--- config.mk ---
export PLATFORM = sky130hd
export DESIGN_NAME = ft60x_245fifo_device_flat
export DESIGN_NICKNAME = d
export VERILOG_FILES = /design/src/rtl/ft60x_245fifo_device_if.sv /design/src/rtl/ft60x_245fifo_device.sv /design/src/flat_wrapper.sv
export SDC_FILE = /design/constraint.sdc
export NUM_CORES = 2
export LEC_CHECK = 0
export BUFFER_PORTS_ARGS = -buffer_cell sky130_fd_sc_hd__clkbuf_2
export CORE_MARGIN = 5
export CORE_UTILIZATION = 45
export DETAILED_ROUTE_END_ITERATION = 8
export PLACE_DENSITY = 0.67
export SLEW_MARGIN = 15
export SYNTH_ARGS = -nofsm -noshare
export SYNTH_HDL_FRONTEND = slang
export SYNTH_SLANG_ARGS = --single-unit
--- constraint.sdc ---
create_clock -name usb_clk -period 9.5 [get_ports usb_clk]
set_clock_uncertainty 0.1 [all_clocks]
set_input_delay 0.475 -clock usb_clk [delete_from_list [all_inputs] [get_ports usb_clk]]
set_output_delay 0.475 -clock usb_clk [all_outputs]
set_load 0.02 [all_outputs]
--- src/rtl/ft60x_245fifo_device_if.sv ---
// rtl/ft60x_245fifo_device_if.sv - FT60x 245 synchronous FIFO bus signals
interface ft60x_245fifo_device_if #(
  parameter int FIFO_BUS_WIDTH = 2
);
  logic                          usb_txe_n;
  logic                          usb_rxf_n;
  logic                          usb_wr_n;
  logic                          usb_rd_n;
  logic                          usb_oe_n;
  logic [FIFO_BUS_WIDTH-1:0]     usb_be_i;
  logic [FIFO_BUS_WIDTH-1:0]     usb_be_o;
  logic [FIFO_BUS_WIDTH*8-1:0]   usb_data_i;
  logic [FIFO_BUS_WIDTH*8-1:0]   usb_data_o;
  logic                          usb_data_t;

  // master = FPGA-side driver, slave = emulated chip
  modport master (
    input  usb_txe_n, usb_rxf_n, usb_be_o, usb_data_o, usb_data_t,
    output usb_wr_n, usb_rd_n, usb_oe_n, usb_be_i, usb_data_i
  );
  modport slave (
    output usb_txe_n, usb_rxf_n, usb_be_o, usb_data_o, usb_data_t,
    input  usb_wr_n, usb_rd_n, usb_oe_n, usb_be_i, usb_data_i
  );
endinterface

--- src/rtl/ft60x_245fifo_device.sv ---
// rtl/ft60x_245fifo_device.sv - FT600/FT601 chip-side emulation of the 245 synchronous FIFO bus
module ft60x_245fifo_device #(
  parameter int FIFO_BUS_WIDTH = 2,
  parameter int RX_DEPTH       = 64,
  parameter int TX_DEPTH       = 64
) (
  input  logic                        usb_clk,
  input  logic                        rst_usbclk,
  input  logic                        usb_rstn,
  ft60x_245fifo_device_if.slave       bus,
  input  logic                        s_axis_tvalid,
  output logic                        s_axis_tready,
  input  logic [FIFO_BUS_WIDTH*8-1:0] s_axis_tdata,
  input  logic [FIFO_BUS_WIDTH-1:0]   s_axis_tkeep,
  input  logic                        s_axis_tlast,
  output logic                        m_axis_tvalid,
  input  logic                        m_axis_tready,
  output logic [FIFO_BUS_WIDTH*8-1:0] m_axis_tdata,
  output logic [FIFO_BUS_WIDTH-1:0]   m_axis_tkeep,
  output logic                        m_axis_tlast
);
  localparam int BW    = FIFO_BUS_WIDTH;
  localparam int DW    = FIFO_BUS_WIDTH * 8;
  localparam int EW    = DW + BW + 1;
  localparam int RX_AW = $clog2(RX_DEPTH);
  localparam int TX_AW = $clog2(TX_DEPTH);
  localparam logic [RX_AW:0] RX_FULL = (RX_AW+1)'(RX_DEPTH);
  localparam logic [RX_AW:0] RX_ONE  = (RX_AW+1)'(1);
  localparam logic [TX_AW:0] TX_HIGH = (TX_AW+1)'(TX_DEPTH - 2);

  localparam logic [1:0] RX_IDLE  = 2'd0;
  localparam logic [1:0] RX_AVAIL = 2'd1;
  localparam logic [1:0] RX_GAP   = 2'd2;

  logic rst;
  assign rst = rst_usbclk | ~usb_rstn;

  logic [EW-1:0]    rx_mem [RX_DEPTH];
  logic [RX_AW-1:0] rx_wr_ptr, rx_rd_ptr;
  logic [RX_AW:0]   rx_count, rx_count_next;
  logic [1:0]       rx_state;
  logic [EW-1:0]    rx_head;
  logic             rx_push, rx_pop, rx_nonempty;
  logic             bus_t;

  assign rx_head     = rx_mem[rx_rd_ptr];
  assign rx_nonempty = (rx_count != '0);
  assign rx_push     = s_axis_tvalid & s_axis_tready;
  assign rx_pop      = (rx_state == RX_AVAIL) & ~bus.usb_oe_n & ~bus.usb_rd_n;

  always_comb begin
    rx_count_next = rx_count;
    if (rx_push && !rx_pop)
      rx_count_next = rx_count + 1'b1;
    else if (!rx_push && rx_pop)
      rx_count_next = rx_count - 1'b1;
  end

  always_ff @(posedge usb_clk) begin
    if (rx_push)
      rx_mem[rx_wr_ptr] <= {s_axis_tdata, s_axis_tkeep, s_axis_tlast};
  end

  always_ff @(posedge usb_clk) begin
    if (rst) begin
      rx_wr_ptr     <= '0;
      rx_rd_ptr     <= '0;
      rx_count      <= '0;
      rx_state      <= RX_IDLE;
      s_axis_tready <= 1'b0;
      bus_t         <= 1'b1;
    end else begin
      if (rx_push)
        rx_wr_ptr <= rx_wr_ptr + 1'b1;
      if (rx_pop)
        rx_rd_ptr <= rx_rd_ptr + 1'b1;
      rx_count      <= rx_count_next;
      s_axis_tready <= (rx_count_next < RX_FULL);
      // one turnaround cycle between oe_n falling and the device driving
      bus_t         <= bus.usb_oe_n;
      case (rx_state)
        RX_IDLE:  if (rx_nonempty) rx_state <= RX_AVAIL;
        RX_AVAIL: if (rx_pop && (rx_head[0] || rx_count == RX_ONE)) rx_state <= RX_GAP;
        default:  rx_state <= rx_nonempty ? RX_AVAIL : RX_IDLE;
      endcase
    end
  end

  assign bus.usb_rxf_n  = (rx_state != RX_AVAIL);
  assign bus.usb_data_t = bus_t;
  assign bus.usb_data_o = (!bus_t && rx_nonempty) ? rx_head[EW-1 -: DW] : '0;
  assign bus.usb_be_o   = (!bus_t && rx_nonempty) ? rx_head[BW:1] : '0;

  logic [EW-1:0]    tx_mem [TX_DEPTH];
  logic [TX_AW-1:0] tx_wr_ptr, tx_rd_ptr;
  logic [TX_AW:0]   tx_count, tx_count_next;
  logic [EW-1:0]    tx_head;
  logic             skid_valid;
  logic [DW-1:0]    skid_data;
  logic [BW-1:0]    skid_be;
  logic             txe_n, tx_accept, tx_pop;

  // writes are dropped whenever the device owns or is about to own the bus
  assign tx_accept = ~bus.usb_wr_n & ~txe_n & bus_t & bus.usb_oe_n;
  assign tx_pop    = m_axis_tvalid & m_axis_tready;

  always_comb begin
    tx_count_next = tx_count;
    if (skid_valid && !tx_pop)
      tx_count_next = tx_count + 1'b1;
    else if (!skid_valid && tx_pop)
      tx_count_next = tx_count - 1'b1;
  end

  // the skid word closes the burst unless another write lands on the same edge
  always_ff @(posedge usb_clk) begin
    if (skid_valid)
      tx_mem[tx_wr_ptr] <= {skid_data, skid_be, ~tx_accept};
  end

  always_ff @(posedge usb_clk) begin
    if (rst) begin
      tx_wr_ptr  <= '0;
      tx_rd_ptr  <= '0;
      tx_count   <= '0;
      skid_valid <= 1'b0;
      txe_n      <= 1'b1;
    end else begin
      if (skid_valid)
        tx_wr_ptr <= tx_wr_ptr + 1'b1;
      if (tx_pop)
        tx_rd_ptr <= tx_rd_ptr + 1'b1;
      tx_count   <= tx_count_next;
      skid_valid <= tx_accept;
      if (tx_accept) begin
        skid_data <= bus.usb_data_i;
        skid_be   <= bus.usb_be_i;
      end
      txe_n <= (tx_count_next > TX_HIGH);
    end
  end

  assign bus.usb_txe_n = txe_n;
  assign tx_head       = tx_mem[tx_rd_ptr];
  assign m_axis_tvalid = (tx_count != '0);
  assign m_axis_tdata  = tx_head[EW-1 -: DW];
  assign m_axis_tkeep  = tx_head[BW:1];
  assign m_axis_tlast  = m_axis_tvalid & tx_head[0];
endmodule

--- src/flat_wrapper.sv ---
// flat-port wrapper written by rule: the top's interface ports become plain ports
module ft60x_245fifo_device_flat 
#(
  parameter int FIFO_BUS_WIDTH = 2,
  parameter int RX_DEPTH       = 64,
  parameter int TX_DEPTH       = 64
)
  (usb_clk, rst_usbclk, usb_rstn, s_axis_tvalid, s_axis_tready, s_axis_tdata, s_axis_tkeep, s_axis_tlast, m_axis_tvalid, m_axis_tready, m_axis_tdata, m_axis_tkeep, m_axis_tlast, bus_usb_txe_n, bus_usb_rxf_n, bus_usb_be_o, bus_usb_data_o, bus_usb_data_t, bus_usb_wr_n, bus_usb_rd_n, bus_usb_oe_n, bus_usb_be_i, bus_usb_data_i);
  ft60x_245fifo_device_if #(.FIFO_BUS_WIDTH(FIFO_BUS_WIDTH)) bus_i ();
  input  logic usb_clk;
  input  logic rst_usbclk;
  input  logic usb_rstn;
  input  logic s_axis_tvalid;
  output logic s_axis_tready;
  input  logic [FIFO_BUS_WIDTH*8-1:0] s_axis_tdata;
  input  logic [FIFO_BUS_WIDTH-1:0] s_axis_tkeep;
  input  logic s_axis_tlast;
  output logic m_axis_tvalid;
  input  logic m_axis_tready;
  output logic [FIFO_BUS_WIDTH*8-1:0] m_axis_tdata;
  output logic [FIFO_BUS_WIDTH-1:0] m_axis_tkeep;
  output logic m_axis_tlast;
  output wire logic [$bits(bus_i.usb_txe_n)-1:0] bus_usb_txe_n;
  output wire logic [$bits(bus_i.usb_rxf_n)-1:0] bus_usb_rxf_n;
  output wire logic [$bits(bus_i.usb_be_o)-1:0] bus_usb_be_o;
  output wire logic [$bits(bus_i.usb_data_o)-1:0] bus_usb_data_o;
  output wire logic [$bits(bus_i.usb_data_t)-1:0] bus_usb_data_t;
  input wire logic [$bits(bus_i.usb_wr_n)-1:0] bus_usb_wr_n;
  input wire logic [$bits(bus_i.usb_rd_n)-1:0] bus_usb_rd_n;
  input wire logic [$bits(bus_i.usb_oe_n)-1:0] bus_usb_oe_n;
  input wire logic [$bits(bus_i.usb_be_i)-1:0] bus_usb_be_i;
  input wire logic [$bits(bus_i.usb_data_i)-1:0] bus_usb_data_i;
  assign bus_usb_txe_n = bus_i.usb_txe_n;
  assign bus_usb_rxf_n = bus_i.usb_rxf_n;
  assign bus_usb_be_o = bus_i.usb_be_o;
  assign bus_usb_data_o = bus_i.usb_data_o;
  assign bus_usb_data_t = bus_i.usb_data_t;
  assign bus_i.usb_wr_n = bus_usb_wr_n;
  assign bus_i.usb_rd_n = bus_usb_rd_n;
  assign bus_i.usb_oe_n = bus_usb_oe_n;
  assign bus_i.usb_be_i = bus_usb_be_i;
  assign bus_i.usb_data_i = bus_usb_data_i;
  ft60x_245fifo_device #(.FIFO_BUS_WIDTH(FIFO_BUS_WIDTH), .RX_DEPTH(RX_DEPTH), .TX_DEPTH(TX_DEPTH)) u_core (.usb_clk(usb_clk), .rst_usbclk(rst_usbclk), .usb_rstn(usb_rstn), .bus(bus_i), .s_axis_tvalid(s_axis_tvalid), .s_axis_tready(s_axis_tready), .s_axis_tdata(s_axis_tdata), .s_axis_tkeep(s_axis_tkeep), .s_axis_tlast(s_axis_tlast), .m_axis_tvalid(m_axis_tvalid), .m_axis_tready(m_axis_tready), .m_axis_tdata(m_axis_tdata), .m_axis_tkeep(m_axis_tkeep), .m_axis_tlast(m_axis_tlast));
endmodule
==> flow_metrics.env <==
export IMPL_grt_setup_unrepaired="no"
export IMPL_synth_simple_gate_area_share_pct=2.05
export IMPL_dp_cells=6936
export IMPL_timing_critical_path_required_ns=8.93
export IMPL_layout_setup_ws_ns=3.92
export IMPL_grt_met1_usage_pct=27.5
export IMPL_first_global_vias=45126
export IMPL_proportion_of_synthesized_chip_area_in_sequential_cells_pct=77.8
export IMPL_drtPass1Iterations=5
export IMPL_synth_cell_area_um2=96000
export IMPL_grt_overflow_total=0
export IMPL_endpoint_kind="output port"
export IMPL_yosys_warnings=0
export IMPL_synth_main_ff_cell="edfxtp_1"
export IMPL_post_route_cells_drive_above_1_share_pct=31.2
export IMPL_place_ws_ns=4.71
export IMPL_clkSlewWorstSetupHoldPaths_ns=0.06
export IMPL_dieHeight_um=472
export IMPL_power_total_mw=21.5
export IMPL_fillers=16212
export IMPL_ios=87
export IMPL_place_area_um2=101000
export IMPL_drt_wirelength_per_cell_um=30.4
export IMPL_cp_data_arrival_time_ns=5.00
export IMPL_io_buffer_count=86
export IMPL_flow_area_growth_from_synthesis_pct=12.8
export IMPL_mostFrequentLayoutCells="edfxtp_1, mux4_2, clkbuf_16"
export IMPL_static_leakage_power_nw=32.1
export IMPL_final_net_count=4431
export IMPL_worst_pin_slew_ns=1.16
export IMPL_syn_nets=4186
export IMPL_start_util_pct=45.3
export IMPL_resized_gates_after_cts=0
export IMPL_die_width_um=472
export IMPL_globalRouteMet3Util_pct=3.65
export IMPL_cts_made_buffers=234
export IMPL_drtAntennaViolNets=0
export IMPL_worstHoldPathType="in2reg"
export IMPL_clock_sinks=2506
export IMPL_ctsHtreeMaxLevel=4
export IMPL_tritoncts_clock_tree="yes"
export IMPL_fp_row_count=169
export IMPL_global_route_peak_usage_layer="met2"
export IMPL_synthAdderAreaFrac_pct=0.169
export IMPL_number_of_enable_type_register_cells_in_the_synthesized_netlist=2450
export IMPL_setup_worst_path_start_class="flop"
export IMPL_finalHoldViolations=0
export IMPL_yosys_mux_area_fraction_pct=17.5
export IMPL_asyncSetResetFlopFracSynth_pct=0
export IMPL_antenna_violations_before_repair=8
export IMPL_largest_family_of_logic_cells_by_synthesized_area="multiplexers"
export IMPL_max_slew_margin_pct=22.9
export IMPL_die_area_um2=223000
export IMPL_routed_via_count=44436
export IMPL_layout_cells_most_common="edfxtp_1"
export IMPL_ys_seq_elements=2506
export IMPL_postSynthAreaPerCell_um2=23.2
export IMPL_final_cell_area_um2=108000
export IMPL_grt_pass1_wl_um=324000
export IMPL_drcViolationCount=0
export IMPL_final_setup_tns_ns=0
export IMPL_ctsRootBufferMaster="clkbuf_16"
export IMPL_routed_wirelength_um=225000
export IMPL_via_to_cell_ratio=6.00
export IMPL_maxCapViolCount=0
export IMPL_hpwl_um=120000
export IMPL_achievable_frequency_mhz=179
export IMPL_critical_path_type="reg2out"
export IMPL_syn_inst=4128
export IMPL_worstSkewPairLatency_ns=0.85
export IMPL_grt_max_degree=144
export IMPL_grt_total_usage_pct=20.1
export IMPL_report_final_slew_viol_count=0
export IMPL_global_route_usage_met2_pct=33.9
export IMPL_cts_path_max_buffers=3
export IMPL_post_synthesis_compound_gate_area_fraction_pct=1.12
export IMPL_final_setup_viol_count=0
export IMPL_synth_lib_cells_used_distinct=66
export IMPL_post_route_min_period_ns=5.58
export IMPL_finalWeightedCongestion=0.794
export IMPL_yosys_area_share_xor_xnor_pct=0.201
export IMPL_finish_cell_count_without_fillers=7401
export IMPL_fin_crit_sh_pct=58.7
export IMPL_critical_path_peak_fanout=92
export IMPL_drtIter0Drc=5325
export IMPL_powerDensity_nw_per_um2=198
export IMPL_irDropWorstVdd_mv=0.180
export IMPL_outcome="finished clean"
export IMPL_coreArea_um2=212000
## timing repair
item	CTS	global route
buffers inserted	0	0
hold endpoints to repair	29	0
hold buffers	21	0
## logic make-up (layout without fill, tap and decap cells)
family / count (synthesis) / after routing
compound gates: 162 / 162
xor+xnor: 22 / 22
fa+ha+maj: 13 / 13
buf+inv: 236 / 685
flops: 2506 / 2506
mux: 765 / 765
other cells: 0 / 3
simple gates: 424 / 424
## routing by layer
| metal | part of all wire [%] | wire length (µm) |
|---|---|---|
| met1 | 39 | 88100 |
| met2 | 51 | 114000 |
| met3 | 7.7 | 17400 |
| met4 | 2.3 | 5270 |
| met5 | 0 | 0 |
## cell usage after synthesis (all sizes together), types with 4 or more instances
| master | number | area share [%] |
|---|---|---|
| a22oi | 22 | 0.17 |
| or2 | 7 | 0.046 |
| o21ai | 24 | 0.13 |
| or4 | 4 | 0.031 |
| nor2 | 194 | 0.76 |
| xnor2 | 7 | 0.064 |
| edfxtp | 2450 | 77 |
| xor2 | 15 | 0.14 |
| dfxtp | 56 | 1.2 |
| o2111ai | 4 | 0.036 |
| nor2b | 17 | 0.11 |
| a31oi | 14 | 0.091 |
| nor3 | 16 | 0.089 |
| nand2 | 79 | 0.31 |
| or3b | 4 | 0.037 |
| or3 | 9 | 0.059 |
| a211oi | 12 | 0.094 |
| and3 | 4 | 0.026 |
| ha | 13 | 0.17 |
| a21oi | 19 | 0.099 |
| nand4 | 10 | 0.065 |
| mux2i | 33 | 0.34 |
| nand2b | 8 | 0.052 |
| a311oi | 6 | 0.055 |
| buf | 102 | 0.60 |
| nand3 | 48 | 0.25 |
| inv | 14 | 0.055 |
| o22ai | 44 | 0.29 |
| nand3b | 6 | 0.047 |
| mux4 | 731 | 17 |
| clkbuf | 118 | 0.46 |
## state kept, by name, indices dropped and copies added (netlist names), 2 cells and up, named ones only
signal and flops:
u_core.tx_mem 1216, u_core.rx_count 7, u_core.skid_be 2, u_core.tx_wr_ptr 6, u_core.tx_count 7, u_core.rx_wr_ptr 6
u_core.tx_rd_ptr 6, u_core.skid_data 16, u_core.rx_mem 1216, u_core.rx_rd_ptr 6, u_core.rx_state 2
## through the flow
stage | util, % | hold slack [ns]
3_5_place_dp | 47.5 | 0.395
2_1_floorplan | - | 0.359
4_1_cts | 51.0 | 0.0634
5_1_grt | 51.0 | 0.0734
3_3_place_gp | 47.5 | 0.387
6_report | 51.0 | 0.130
## final timing paths
check	cells past startpoint	slack, ns	from	endpoint
worst max-delay path	7	3.92	flop	m_axis_tdata[2]
worst min-delay path	1	0.13	s_axis_tdata[14]	u_core.rx_mem[12][17]
worst max register to register	5	6.02	u_core.s_axis_tready	u_core.rx_mem[3][9]
worst min register to register	2	0.40	u_core.tx_rd_ptr[1]	flop
## layout make-up
cell class / instances / area [µm²] / area share, %
clock inverter: 139 / 1150 / 1.06
antenna: 3 / 7.51 / 0.00694
clock buffer: 301 / 6170 / 5.70
timing repair buffer: 229 / 1650 / 1.53
tap: 2821 / 3530 / 3.26
inverter: 16 / 62.6 / 0.0578
multi-input combinational: 1386 / 21000 / 19.4
sequential: 2506 / 74700 / 69.0
## power by group
part	switching, mW	internal [mW]	total (mW)
clock	4.00	4.97	8.96
combinational	0.263	0.174	0.437
sequential	0.0130	12.1	12.1
total	4.27	17.2	21.5
## worst max-delay path, stage by stage (launching register included)
cell and delay [ns]:
dfxtp_4 0.75, buf_12 0.56, buf_4 0.81, mux4_2 0.61, mux4_2 0.46, a211oi_1 0.28, a21oi_1 0.18, clkbuf_2 0.25
(Power assumes the default switching activity.)
